### src/rtl/riscv_pkg.sv
// Constants and types shared between the fetch stage and the decoder.
package riscv_pkg;

  localparam int XLEN = 32;
  localparam logic [XLEN-1:0] NOP_INSTR = 32'h0000_0013;

  localparam logic [6:0] OPC_OP     = 7'b0110011;
  localparam logic [6:0] OPC_OP_IMM = 7'b0010011;
  localparam logic [6:0] OPC_BRANCH = 7'b1100011;
  localparam logic [6:0] OPC_JAL    = 7'b1101111;
  localparam logic [6:0] OPC_JALR   = 7'b1100111;
  localparam logic [6:0] OPC_STORE  = 7'b0100011;

  typedef struct packed {
    logic [XLEN-1:0] instr;
    logic [XLEN-1:0] pc;
  } fetch_bundle_t;

endpackage

### src/rtl/fetch_fifo.sv
// Synchronous in-order FIFO with a synchronous flush. DEPTH must be a power of two >= 2.
module fetch_fifo #(
  parameter  int WIDTH = 32,
  parameter  int DEPTH = 2,
  localparam int AW    = $clog2(DEPTH),
  localparam int CW    = AW + 1
) (
  input  logic             clk,
  input  logic             rst,
  input  logic             flush,
  input  logic             push,
  input  logic [WIDTH-1:0] push_data,
  input  logic             pop,
  output logic [WIDTH-1:0] pop_data,
  output logic [CW-1:0]    count
);

  logic [WIDTH-1:0] mem_q [DEPTH];
  logic [WIDTH-1:0] mem_d [DEPTH];
  logic [AW-1:0]    wr_ptr_q, wr_ptr_d;
  logic [AW-1:0]    rd_ptr_q, rd_ptr_d;
  logic [CW-1:0]    count_q, count_d;
  logic             full, empty, wr_en, rd_en;

  assign empty = count_q == '0;
  assign full  = count_q == CW'(DEPTH);
  assign rd_en = pop && !empty;
  // A pop in the same cycle frees the slot, so a full FIFO can still accept.
  assign wr_en = push && (!full || rd_en);

  always_comb begin
    mem_d    = mem_q;
    wr_ptr_d = wr_ptr_q;
    rd_ptr_d = rd_ptr_q;
    count_d  = count_q;
    if (flush) begin
      wr_ptr_d = '0;
      rd_ptr_d = '0;
      count_d  = '0;
    end else begin
      if (wr_en) begin
        mem_d[wr_ptr_q] = push_data;
        wr_ptr_d        = wr_ptr_q + 1'b1;
      end
      if (rd_en) rd_ptr_d = rd_ptr_q + 1'b1;
      if (wr_en && !rd_en)      count_d = count_q + 1'b1;
      else if (rd_en && !wr_en) count_d = count_q - 1'b1;
    end
  end

  always_ff @(posedge clk or posedge rst) begin
    if (rst) begin
      for (int i = 0; i < DEPTH; i++) mem_q[i] <= '0;
      wr_ptr_q <= '0;
      rd_ptr_q <= '0;
      count_q  <= '0;
    end else begin
      mem_q    <= mem_d;
      wr_ptr_q <= wr_ptr_d;
      rd_ptr_q <= rd_ptr_d;
      count_q  <= count_d;
    end
  end

  assign pop_data = mem_q[rd_ptr_q];
  assign count    = count_q;

endmodule

### src/rtl/instr_fetch.sv
// Instruction fetch stage: PC, credit-limited imem requests, redirect flush, decoder handshake.
// Defining IFETCH_PERF_CNT_EN adds fetch/stall/flush performance counter outputs.
module instr_fetch
  import riscv_pkg::*;
#(
  parameter logic [XLEN-1:0] RESET_PC   = 32'h0000_0000,
  parameter int              FIFO_DEPTH = 2
) (
  input  logic            clk,
  input  logic            rst,
  output logic            imem_req_valid,
  input  logic            imem_req_ready,
  output logic [XLEN-1:0] imem_req_addr,
  input  logic            imem_rsp_valid,
  input  logic [XLEN-1:0] imem_rsp_data,
  input  logic            redirect_valid,
  input  logic [XLEN-1:0] redirect_pc,
`ifdef IFETCH_PERF_CNT_EN
  output logic [31:0]     perf_fetch_cnt,
  output logic [31:0]     perf_stall_cnt,
  output logic [31:0]     perf_flush_cnt,
`endif
  output logic            out_valid,
  input  logic            out_ready,
  output logic [XLEN-1:0] out_instr,
  output logic [XLEN-1:0] out_pc,
  output logic [XLEN-1:0] out_pc_plus4
);

  localparam int CW = $clog2(FIFO_DEPTH) + 1;
  localparam int DW = CW + 4;
  localparam logic [CW:0]     DEPTH_W  = FIFO_DEPTH[CW:0];
  localparam logic [XLEN-1:0] RST_ADDR = {RESET_PC[XLEN-1:2], 2'b00};

  logic            rst_q, rst_d;
  logic [XLEN-1:0] fetch_pc_q, fetch_pc_d;
  logic [DW-1:0]   drop_cnt_q, drop_cnt_d;
  logic [CW-1:0]   outstanding, fifo_count;
  logic [CW:0]     credit_used;
  logic [XLEN-1:0] tag_head;
  fetch_bundle_t   push_bundle, head;
  logic            req_fire, rsp_live, out_fire;
  logic            unused_rpc_lsb;

  assign unused_rpc_lsb = ^redirect_pc[1:0];

  assign out_valid   = fifo_count != '0;
  assign out_fire    = out_valid && out_ready;
  // The tag FIFO holds exactly one entry per live in-flight request.
  assign credit_used = {1'b0, outstanding} + {1'b0, fifo_count} - {{CW{1'b0}}, out_fire};

  assign imem_req_valid = !rst_q && !redirect_valid && (credit_used < DEPTH_W);
  assign imem_req_addr  = fetch_pc_q;
  assign req_fire       = imem_req_valid && imem_req_ready;
  assign rsp_live       = imem_rsp_valid && (drop_cnt_q == '0) && !redirect_valid;
  assign push_bundle    = '{instr: imem_rsp_data, pc: tag_head};

  fetch_fifo #(.WIDTH(XLEN), .DEPTH(FIFO_DEPTH)) u_tag_fifo (
    .clk       (clk),
    .rst       (rst),
    .flush     (redirect_valid),
    .push      (req_fire),
    .push_data (fetch_pc_q),
    .pop       (rsp_live),
    .pop_data  (tag_head),
    .count     (outstanding)
  );

  fetch_fifo #(.WIDTH($bits(fetch_bundle_t)), .DEPTH(FIFO_DEPTH)) u_data_fifo (
    .clk       (clk),
    .rst       (rst),
    .flush     (redirect_valid),
    .push      (rsp_live),
    .push_data (push_bundle),
    .pop       (out_fire),
    .pop_data  (head),
    .count     (fifo_count)
  );

  always_comb begin
    rst_d      = 1'b0;
    fetch_pc_d = fetch_pc_q;
    drop_cnt_d = drop_cnt_q;
    if (redirect_valid) begin
      fetch_pc_d = {redirect_pc[XLEN-1:2], 2'b00};
      // Any same-cycle response, stale or live, is consumed by this flush.
      drop_cnt_d = drop_cnt_q + DW'(outstanding) - DW'(imem_rsp_valid);
    end else begin
      if (req_fire) fetch_pc_d = fetch_pc_q + 32'd4;
      if (imem_rsp_valid && (drop_cnt_q != '0)) drop_cnt_d = drop_cnt_q - 1'b1;
    end
  end

  always_ff @(posedge clk or posedge rst) begin
    if (rst) begin
      rst_q      <= 1'b1;
      fetch_pc_q <= RST_ADDR;
      drop_cnt_q <= '0;
    end else begin
      rst_q      <= rst_d;
      fetch_pc_q <= fetch_pc_d;
      drop_cnt_q <= drop_cnt_d;
    end
  end

  assign out_instr    = out_valid ? head.instr : NOP_INSTR;
  assign out_pc       = out_valid ? head.pc : RST_ADDR;
  assign out_pc_plus4 = out_pc + 32'd4;

`ifdef IFETCH_PERF_CNT_EN
  logic [31:0] perf_fetch_q, perf_fetch_d;
  logic [31:0] perf_stall_q, perf_stall_d;
  logic [31:0] perf_flush_q, perf_flush_d;

  always_comb begin
    perf_fetch_d = perf_fetch_q;
    perf_stall_d = perf_stall_q;
    perf_flush_d = perf_flush_q;
    if (out_fire)               perf_fetch_d = perf_fetch_q + 32'd1;
    if (out_ready && !out_valid) perf_stall_d = perf_stall_q + 32'd1;
    if (redirect_valid)         perf_flush_d = perf_flush_q + 32'd1;
  end

  always_ff @(posedge clk or posedge rst) begin
    if (rst) begin
      perf_fetch_q <= '0;
      perf_stall_q <= '0;
      perf_flush_q <= '0;
    end else begin
      perf_fetch_q <= perf_fetch_d;
      perf_stall_q <= perf_stall_d;
      perf_flush_q <= perf_flush_d;
    end
  end

  assign perf_fetch_cnt = perf_fetch_q;
  assign perf_stall_cnt = perf_stall_q;
  assign perf_flush_cnt = perf_flush_q;
`endif

endmodule

### config.mk
export PLATFORM = sky130hd
export DESIGN_NAME = instr_fetch
export DESIGN_NICKNAME = d
export VERILOG_FILES = /design/src/rtl/riscv_pkg.sv /design/src/rtl/fetch_fifo.sv /design/src/rtl/instr_fetch.sv
export SDC_FILE = /design/constraint.sdc
export NUM_CORES = 1
export LEC_CHECK = 0
export BUFFER_PORTS_ARGS = -buffer_cell sky130_fd_sc_hd__buf_4
export CAP_MARGIN = 0
export CORE_MARGIN = 1.5
export CORE_UTILIZATION = 55
export DETAILED_ROUTE_END_ITERATION = 8
export PLACE_DENSITY = 0.78
export SLEW_MARGIN = 20
export SYNTH_ARGS = -nofsm -noshare
export SYNTH_HDL_FRONTEND = slang
export SYNTH_SLANG_ARGS = --single-unit
### constraint.sdc
create_clock -name clk -period 7.15 [get_ports clk]
set_input_delay 0.3575 -clock clk [delete_from_list [all_inputs] [get_ports clk]]
set_output_delay 0.3575 -clock clk [all_outputs]
set_load 0.02 [all_outputs]
==> impl_metrics.xml, run 1 <==
<?xml version="1.0" encoding="UTF-8"?>
<metrics>
  <group name="outcome">
    <metric name="run_status" unit="">completed</metric>
  </group>
  <group name="floorplanning">
    <metric name="floorplan.die_area" unit="um2">22500</metric>
    <metric name="die_width" unit="um">150</metric>
    <metric name="fp.dieH" unit="um">150</metric>
    <metric name="initial_core_util" unit="">0.563</metric>
    <metric name="rows" unit="">53</metric>
    <metric name="core_area" unit="um2">21100</metric>
    <metric name="design.portCount" unit="">200</metric>
  </group>
  <group name="sta">
    <metric name="worst_hold_slack" unit="ns">0.0485</metric>
    <metric name="final_number_of_hold_violating_endpoints" unit="">0</metric>
    <metric name="setup_ws" unit="ns">2.94</metric>
    <metric name="clock-skew-final" unit="ns">0.0130</metric>
    <metric name="relSlewSlack" unit="">0.494</metric>
    <metric name="final_period_minus_worst_setup_slack" unit="ns">4.21</metric>
    <metric name="timing.setup.tns" unit="ns">0</metric>
    <metric name="setup_viol_count_final" unit="">0</metric>
    <metric name="grt_setup_unrepaired" unit="">false</metric>
    <metric name="timing.final.max_slew_violations" unit="">0</metric>
    <metric name="fmax" unit="MHz">237</metric>
    <metric name="tightestPinTransition" unit="ns">0.759</metric>
    <metric name="final_min_period_over_clock_period" unit="">0.589</metric>
  </group>
  <group name="worst_setup_path">
    <metric name="worstSetupPathType" unit="">reg -&gt; out</metric>
    <metric name="critical_path.n_buffers_inverters" unit="">2</metric>
    <metric name="endpoint_kind" unit="">primary output</metric>
    <metric name="crit_path_start_kind" unit="">register</metric>
    <metric name="crit_fanout" unit="">44</metric>
    <metric name="timing.critical_path.required" unit="ns">6.79</metric>
    <metric name="worst_ep_arrival_time" unit="ns">3.86</metric>
    <metric name="worst_path_most_repeated_cell" unit="">buf_4</metric>
    <metric name="standard_cell_with_the_maximum_stage_delay_on_the_critical_path" unit="">dfrtp_4</metric>
    <metric name="critical-path-top-delay-family" unit="">simple AND/OR/NAND/NOR gates</metric>
    <metric name="crit_path_cell_trace" unit="">buf_4 -&gt; mux2i_1 -&gt; nor3b_2 -&gt; nand4_1 -&gt; nor4_2 -&gt; xor2_1 -&gt; buf_4</metric>
    <metric name="critical_path.max_stage_delay" unit="ns">0.82</metric>
  </group>
  <group name="synthesis">
    <metric name="post-synth-top-area-fraction" unit="">0.481</metric>
    <metric name="syn_inst" unit="">1093</metric>
    <metric name="mappedNetlistArea" unit="um2">11900</metric>
    <metric name="count_of_flip_flops_with_a_built_in_enable_after_synthesis" unit="">0</metric>
    <metric name="ys_warnings" unit="">0</metric>
    <metric name="ys_async_sr_fraction" unit="">1.00</metric>
    <metric name="synth.distinct_cells" unit="">67</metric>
    <metric name="syn_avg_cell_area" unit="um2">10.9</metric>
    <metric name="seq_total_area_yosys" unit="">0.483</metric>
    <metric name="synth-main-ff-cell" unit="">dfrtp_1</metric>
    <metric name="yosysMostFrequentCell" unit="">dfrtp_1</metric>
    <metric name="ys_ff_latch" unit="">229</metric>
    <metric name="synthTopCellsByArea" unit="">dfrtp_1, mux2_1, mux2i_1</metric>
    <metric name="synth_area_leader_cell" unit="">dfrtp_1</metric>
    <metric name="yosys-top-cells-count" unit="">dfrtp_1, nor2_1, mux2_1</metric>
  </group>
  <group name="grt">
    <metric name="met2_usage" unit="">0.377</metric>
    <metric name="grt_antenna_before_repair" unit="">0</metric>
    <metric name="grt_pass1_wl" unit="um">43100</metric>
    <metric name="met3_usage" unit="">0.0296</metric>
    <metric name="first_global_vias" unit="">8394</metric>
    <metric name="globalRouteMet1Util" unit="">0.350</metric>
    <metric name="grt_remaining_overflow" unit="">0</metric>
    <metric name="largest_net_degree_at_the_start_of_global_routing" unit="">146</metric>
    <metric name="grt.busiest_layer" unit="">met2</metric>
    <metric name="grt_util_all_layers" unit="">0.238</metric>
  </group>
  <group name="clocking">
    <metric name="path_clk_slew" unit="ns">0.06</metric>
    <metric name="cts_made_buffers" unit="">24</metric>
    <metric name="tritoncts_clock_tree" unit="">built</metric>
    <metric name="cts.sink_count" unit="">229</metric>
    <metric name="post-cts-setup-buffer-count" unit="">0</metric>
    <metric name="post_cts.resized_instances" unit="">0</metric>
    <metric name="clock_path_buffers" unit="">3</metric>
    <metric name="source_to_sink_clock_delay_at_the_later_pin_of_the_worst_skew_pair" unit="ns">0.51</metric>
    <metric name="htree_levels" unit="">1</metric>
    <metric name="cts.hold.buffers_added" unit="">0</metric>
    <metric name="clock-root-buffer" unit="">clkbuf_16</metric>
  </group>
  <group name="drt">
    <metric name="vias_cell" unit="">5.67</metric>
    <metric name="detail_route.wirelength" unit="um">26200</metric>
    <metric name="post_route_ant_nets" unit="">0</metric>
    <metric name="routed-via-count" unit="">8767</metric>
    <metric name="drc" unit="">0</metric>
    <metric name="dr.pass1.iters" unit="">5</metric>
    <metric name="drtIter0Drc" unit="">523</metric>
    <metric name="average_wire_per_cell_in_the_routed_design" unit="um">16.9</metric>
  </group>
  <group name="layout">
    <metric name="fin_cells" unit="">1547</metric>
    <metric name="diodes" unit="">0</metric>
    <metric name="nets" unit="">1347</metric>
    <metric name="syn_to_final_growth" unit="%">19.6</metric>
    <metric name="n_fill_cell" unit="">1629</metric>
    <metric name="layout-drive-gt1-share" unit="">0.215</metric>
  </group>
  <group name="placement">
    <metric name="pre_cts_ws" unit="ns">3.45</metric>
    <metric name="placed_cells" unit="">1505</metric>
    <metric name="port_buffers" unit="">191</metric>
    <metric name="gp_routability_congestion" unit="">0.795</metric>
    <metric name="dp_hpwl" unit="um">17800</metric>
  </group>
  <group name="pwr">
    <metric name="ir_worst_vdd" unit="uV">211</metric>
    <metric name="power_per_cell_area" unit="nW/um2">270</metric>
    <metric name="total_leakage_power" unit="nW">6.63</metric>
  </group>
  <group name="flow_run">
    <metric name="maxCapViolations" unit="">0</metric>
  </group>
  <group name="min_path">
    <metric name="min-delay-path-class" unit="">in -&gt; reg</metric>
  </group>
</metrics>
[tightest hold or removal path: stages]
cell     delay, ns
buf_4         0.08
nand2_1       0.04
nand3_1       0.05
[power by group]
part           switching [W]  total, W  internal, W
Sequential          0.000195   0.00176      0.00157
Combinational       0.000466  0.000850     0.000383
Clock               0.000480   0.00123     0.000749
Total                0.00114   0.00384      0.00270
[logic make-up (layout without fill, tap and decap cells)]
kind of cell | count (synthesis) | count (layout) | share of synthesized area
multiplexers | 221 | 221 | 0.199
XOR/XNOR | 42 | 42 | 0.0310
other | 1 | 7 | 0.000316
AO/OA/AOI/OAI | 148 | 148 | 0.0783
flip-flops | 229 | 229 | 0.483
buffers and inverters | 105 | 278 | 0.0462
adder cells (fa/ha/maj) | 19 | 19 | 0.0213
AND/OR/NAND/NOR | 328 | 328 | 0.141
[sequential cells by signal, summed over array words and instances (netlist names)]
name                  cells
u_data_fifo.mem_q       124
u_tag_fifo.mem_q         60
imem_req_addr            30
drop_cnt_q                6
u_data_fifo.count         2
u_tag_fifo.count          2
rst_q                     1
u_data_fifo.rd_ptr_q      1
u_data_fifo.wr_ptr_q      1
u_tag_fifo.rd_ptr_q       1
u_tag_fifo.wr_ptr_q       1
[layout by cell type, fill, tap and decap left out, types with 5 or more instances in the layout]
cell	n
mux2i_1	97
nor4_1	5
a221o_1	7
dfrtp_1	227
xor2_1	26
o211ai_1	11
nor2_1	147
xnor2_1	16
o21ai_1	13
o311ai_1	7
nand3_1	28
nand2_1	61
a21oi_1	67
a21o_1	5
nor4_2	11
clkbuf_1	6
nand4_1	21
o21ai_0	13
mux2_1	124
nor3_1	10
conb_1	7
buf_4	205
and4_1	5
inv_1	28
and3_1	5
ha_1	17
clkbuf_16	25
[layout make-up]
| cell class | count | area, um2 | share of cell area |
|---|---|---|---|
| Multi-Input combinational cell | 765 | 5630 | 0.396 |
| Clock inverter | 5 | 78.8 | 0.00555 |
| Inverter | 30 | 120 | 0.00846 |
| Tap cell | 275 | 344 | 0.0242 |
| Clock buffer | 35 | 703 | 0.0495 |
| Sequential cell | 229 | 5740 | 0.404 |
| Timing Repair Buffer | 208 | 1590 | 0.112 |
[stage by stage]
| stage | utilization | area, um2 | power, W |
|---|---|---|---|
| after global placement | 0.634 | 13400 | 0.00258 |
| after detailed placement | 0.634 | 13400 | 0.00263 |
| after global routing | 0.673 | 14200 | 0.00407 |
| after floorplan | - | 11900 | 0.00236 |
| after CTS | 0.671 | 14200 | 0.00387 |
| final | 0.673 | 14200 | 0.00384 |
[metal layers]
metal / vias up / wire (um)
met1: 4306 / 12100
met2: 251 / 12400
met4: 0 / 378
met5: - / 0
li1: 4178 / -
met3: 32 / 1350
[final timing paths]
kind,slack (ns),depth (start not counted),to,from
min in group asynchronous,0.36,3,u_data_fifo.mem_q[122],rst
min,0.05,3,imem_req_addr[9],redirect_pc[9]
max reg2reg,3.75,12,imem_req_addr[5],u_data_fifo.count[1]
max,2.94,7,out_pc_plus4[28],u_data_fifo.rd_ptr_q
min reg2reg,0.48,1,u_data_fifo.mem_q[127],u_data_fifo.mem_q[127]
max in group asynchronous,5.74,4,u_tag_fifo.mem_q[31],rst
(Power assumes the default switching activity.)
==> run 2: changes to the inputs <==
--- a/config.mk
+++ b/config.mk
@@ -5,6 +5,7 @@
 export SDC_FILE = /design/constraint.sdc
 export NUM_CORES = 1
 export LEC_CHECK = 0
+export ABC_AREA = 1
 export BUFFER_PORTS_ARGS = -buffer_cell sky130_fd_sc_hd__buf_4
 export CAP_MARGIN = 0
 export CORE_MARGIN = 1.5
==> constraint.sdc (replaced) <==
create_clock -name clk -period 4.25 [get_ports clk]
set_input_delay 0.2125 -clock clk [delete_from_list [all_inputs] [get_ports clk]]
set_output_delay 0.2125 -clock clk [all_outputs]
set_load 0.02 [all_outputs]
==> run 2 against run 1 <==
Effect of this change:
- design area increased by 9.3%
- wire length up 30%
- register-to-register slack lost 3.0 ns
- total power grew 120%
- synthesized area rose by 5.8%
- cell count grew 44%
- synthesized cell count grew 56%
- non-clock buffer count up 55
- flip-flop and latch count is the same
==> impl_metrics.xml, run 2 <==
<?xml version="1.0" encoding="UTF-8"?>
<metrics>
  <group name="clocking">
    <metric name="htree_levels" unit="">1</metric>
    <metric name="cts.sink_count" unit="">229</metric>
    <metric name="post_cts.resized_instances" unit="">0</metric>
    <metric name="cts_made_buffers" unit="">25</metric>
    <metric name="clock_path_buffers" unit="">3</metric>
    <metric name="clock-root-buffer" unit="">clkbuf_16</metric>
    <metric name="tritoncts_clock_tree" unit="">built</metric>
    <metric name="source_to_sink_clock_delay_at_the_later_pin_of_the_worst_skew_pair" unit="ns">0.52</metric>
    <metric name="path_clk_slew" unit="ns">0.06</metric>
  </group>
  <group name="pwr">
    <metric name="ir_worst_vdd" unit="uV">305</metric>
    <metric name="clock_power_share" unit="">0.262</metric>
    <metric name="power_switching" unit="W">0.00333</metric>
    <metric name="fin_total_pwr" unit="W">0.00853</metric>
    <metric name="share_seq_of_total_power" unit="">0.359</metric>
    <metric name="combinational_fraction_of_design_power" unit="">0.379</metric>
    <metric name="power_per_cell_area" unit="nW/um2">550</metric>
    <metric name="total_leakage_power" unit="nW">8.04</metric>
    <metric name="cellInternalPower" unit="W">0.00521</metric>
    <metric name="netSwitchingFraction" unit="">0.390</metric>
  </group>
  <group name="synthesis">
    <metric name="yosysMostFrequentCell" unit="">nand2_1</metric>
    <metric name="mappedNetlistArea" unit="um2">12600</metric>
    <metric name="post-synth-top-area-fraction" unit="">0.454</metric>
    <metric name="synth.distinct_cells" unit="">36</metric>
    <metric name="seq_total_area_yosys" unit="">0.457</metric>
    <metric name="syn_inst" unit="">1710</metric>
    <metric name="syn_avg_cell_area" unit="um2">7.34</metric>
    <metric name="ys_warnings" unit="">0</metric>
    <metric name="synthTopCellsByArea" unit="">dfrtp_1, nand2_1, o21ai_0</metric>
    <metric name="ys_ff_latch" unit="">229</metric>
    <metric name="synth_area_leader_cell" unit="">dfrtp_1</metric>
    <metric name="yosys-top-cells-count" unit="">nand2_1, dfrtp_1, inv_1</metric>
    <metric name="synth-main-ff-cell" unit="">dfrtp_1</metric>
    <metric name="ys_async_sr_fraction" unit="">1.00</metric>
    <metric name="count_of_flip_flops_with_a_built_in_enable_after_synthesis" unit="">0</metric>
  </group>
  <group name="worst_setup_path">
    <metric name="critical_path.n_buffers_inverters" unit="">4</metric>
    <metric name="timing.critical_path.required" unit="ns">4.04</metric>
    <metric name="standard_cell_with_the_maximum_stage_delay_on_the_critical_path" unit="">dfrtp_2</metric>
    <metric name="crit_path_start_kind" unit="">register</metric>
    <metric name="worst_r2r_endpoint" unit="">imem_req_addr[18]</metric>
    <metric name="crit_path_cell_trace" unit="">buf_4 -&gt; nor2_1 -&gt; nor2_1 -&gt; nand2_1 -&gt; inv_1 -&gt; ha_1 -&gt; inv_1 -&gt; nor2_4 -&gt; nand2_1 -&gt; nor2_1 -&gt; xor2_1 -&gt; buf_4</metric>
    <metric name="worstSetupPathType" unit="">reg -&gt; out</metric>
    <metric name="crit_fanout" unit="">36</metric>
    <metric name="timing.reg2reg.worst_path_depth" unit="">15</metric>
    <metric name="critical-path-top-delay-family" unit="">buffers and inverters</metric>
    <metric name="timing.reg2reg.setup_slack" unit="ns">0.79</metric>
    <metric name="timing.rr.start" unit="">u_data_fifo.count[1]</metric>
    <metric name="critical_path.max_stage_delay" unit="ns">0.68</metric>
    <metric name="endpoint_kind" unit="">primary output</metric>
    <metric name="worst_ep_arrival_time" unit="ns">3.48</metric>
    <metric name="worst_path_most_repeated_cell" unit="">nor2_1</metric>
  </group>
  <group name="sta">
    <metric name="tightestPinTransition" unit="ns">1.08</metric>
    <metric name="timing.final.max_slew_violations" unit="">0</metric>
    <metric name="fmax" unit="MHz">271</metric>
    <metric name="relSlewSlack" unit="">0.280</metric>
    <metric name="timing.setup.tns" unit="ns">0</metric>
    <metric name="final_min_period_over_clock_period" unit="">0.869</metric>
    <metric name="grt_setup_unrepaired" unit="">false</metric>
    <metric name="clock-skew-final" unit="ns">0.00712</metric>
    <metric name="final_period_minus_worst_setup_slack" unit="ns">3.69</metric>
    <metric name="setup_viol_count_final" unit="">0</metric>
    <metric name="worst_hold_slack" unit="ns">0.0181</metric>
    <metric name="final_number_of_hold_violating_endpoints" unit="">0</metric>
  </group>
  <group name="drt">
    <metric name="average_wire_per_cell_in_the_routed_design" unit="um">15.2</metric>
    <metric name="detail_route.wirelength" unit="um">33900</metric>
    <metric name="drc" unit="">0</metric>
    <metric name="post_route_ant_nets" unit="">0</metric>
    <metric name="dr.pass1.iters" unit="">7</metric>
    <metric name="drtIter0Drc" unit="">912</metric>
    <metric name="vias_cell" unit="">5.23</metric>
    <metric name="routed-via-count" unit="">11600</metric>
  </group>
  <group name="layout">
    <metric name="finish.instance_area" unit="um2">15500</metric>
    <metric name="final_cell_mix" unit="">nand2_1, dfrtp_1, buf_4</metric>
    <metric name="layout-drive-gt1-share" unit="">0.158</metric>
    <metric name="layout_commonest_cell" unit="">nand2_1</metric>
    <metric name="max_flop_register" unit="">u_data_fifo.mem_q</metric>
    <metric name="nets" unit="">2015</metric>
    <metric name="diodes" unit="">0</metric>
    <metric name="largest_reg_flops" unit="">124</metric>
    <metric name="syn_to_final_growth" unit="%">23.6</metric>
  </group>
  <group name="min_path">
    <metric name="worst_hold_startpoint" unit="">redirect_pc[16]</metric>
    <metric name="worst_case_hold_path_end_point" unit="">imem_req_addr[16]</metric>
    <metric name="worstHoldPathCells" unit="">5</metric>
    <metric name="min-delay-path-class" unit="">in -&gt; reg</metric>
  </group>
  <group name="grt">
    <metric name="grt_pass1_wl" unit="um">55800</metric>
    <metric name="grt_antenna_before_repair" unit="">0</metric>
    <metric name="first_global_vias" unit="">11100</metric>
    <metric name="grt_util_all_layers" unit="">0.290</metric>
    <metric name="grt_remaining_overflow" unit="">0</metric>
    <metric name="largest_net_degree_at_the_start_of_global_routing" unit="">130</metric>
  </group>
  <group name="floorplanning">
    <metric name="floorplan.die_area" unit="um2">23700</metric>
    <metric name="initial_core_util" unit="">0.558</metric>
    <metric name="rows" unit="">55</metric>
    <metric name="die_width" unit="um">154</metric>
    <metric name="fp.dieH" unit="um">154</metric>
    <metric name="core_area" unit="um2">22500</metric>
    <metric name="design.portCount" unit="">200</metric>
  </group>
  <group name="placement">
    <metric name="dp_hpwl" unit="um">23000</metric>
    <metric name="port_buffers" unit="">191</metric>
    <metric name="gp_routability_congestion" unit="">0.917</metric>
    <metric name="detailed_place.area" unit="um2">14100</metric>
  </group>
  <group name="flow_run">
    <metric name="maxCapViolations" unit="">0</metric>
  </group>
  <group name="outcome">
    <metric name="run_status" unit="">completed</metric>
  </group>
</metrics>
run 2: changes by cell type in the layout (fill, tap and decap cells not counted), moves of 11 or more:
cell / change
dlygate4sd3_1: +58
inv_1: +163
mux2_1: -121
mux2_2: +24
mux2i_1: -97
nand2_1: +562
nand3_1: +54
nand4_1: -17
nor2_1: -33
nor4_2: -11
o21ai_0: +160
xnor2_1: -13
run 2: logic make-up after synthesis:
group / Yosys count / synth area share
DFF: 229 / 0.457
muxes: 27 / 0.0242
and+or+nand+nor: 869 / 0.280
adders and majority gates: 19 / 0.0201
AOI/OAI and AO/OA: 259 / 0.106
other: 1 / 0.000299
buffers and inverters: 280 / 0.0940
xor gates and xnor gates: 26 / 0.0181
run 2: cell type report:
| cell class | instances | area [um2] |
|---|---|---|
| tap | 285 | 357 |
| fill | 1856 | 6990 |
| multi-input combinational | 1207 | 5670 |
| clock buffer | 33 | 706 |
| clock inverter | 12 | 149 |
| sequential | 229 | 5730 |
| inverter | 200 | 754 |
| timing repair buffer | 263 | 2150 |
run 2: how the worst max path moves through the flow:
stage                               from  slack, ns  cells after the start           endpoint
floorplan                            rst       1.04                      1      drop_cnt_q[0]
global placement    u_data_fifo.count[0]       0.91                     15  imem_req_addr[18]
detailed placement  u_data_fifo.count[1]       0.79                     15  imem_req_addr[18]
CTS                 u_data_fifo.rd_ptr_q       0.60                     12   out_pc_plus4[16]
global route        u_data_fifo.rd_ptr_q       0.30                     12   out_pc_plus4[16]
finish              u_data_fifo.rd_ptr_q       0.56                     12   out_pc_plus4[16]
run 2: worst reg2reg max path, delay by kind of cell, from the launching register on:
kind                       cells  cell delay, ns
AOI/OAI and AO/OA              2            0.20
adders and majority gates      2            0.78
buffers and inverters          3            0.41
DFF                            1            0.41
and+or+nand+nor                8            1.52
run 2: per-layer routing:
metal	GRT usage	up-vias	wire length, um
met5	0	-	0
met4	0.0754	0	647
met3	0.0330	53	2060
met2	0.469	416	15800
met1	0.416	5407	15400
li1	-	5772	-
run 2: repair_timing:
item | in CTS | in global routing
endpoints found under the hold margin | 262 | 0
hold buffers | 59 | 0
setup buffers | 0 | 0
run 2: per-stage QoR:
step,std cells,worst slack (ns),utilization
floorplan,1716,1.04,-
global placement,2125,0.906,0.625
detailed placement,2125,0.788,0.625
CTS,2229,0.602,0.690
global route,2229,0.298,0.690
finish,2229,0.559,0.690
run 2: power by group through the flow:
stage                     registers [W]  logic, W  clock network (W)
final                           0.00306   0.00323            0.00224
after global routing            0.00312   0.00361            0.00235
after CTS                       0.00305   0.00322            0.00226
after detailed placement        0.00309   0.00314                  0
after global placement          0.00306   0.00306                  0
after floorplan                 0.00304   0.00206                  0
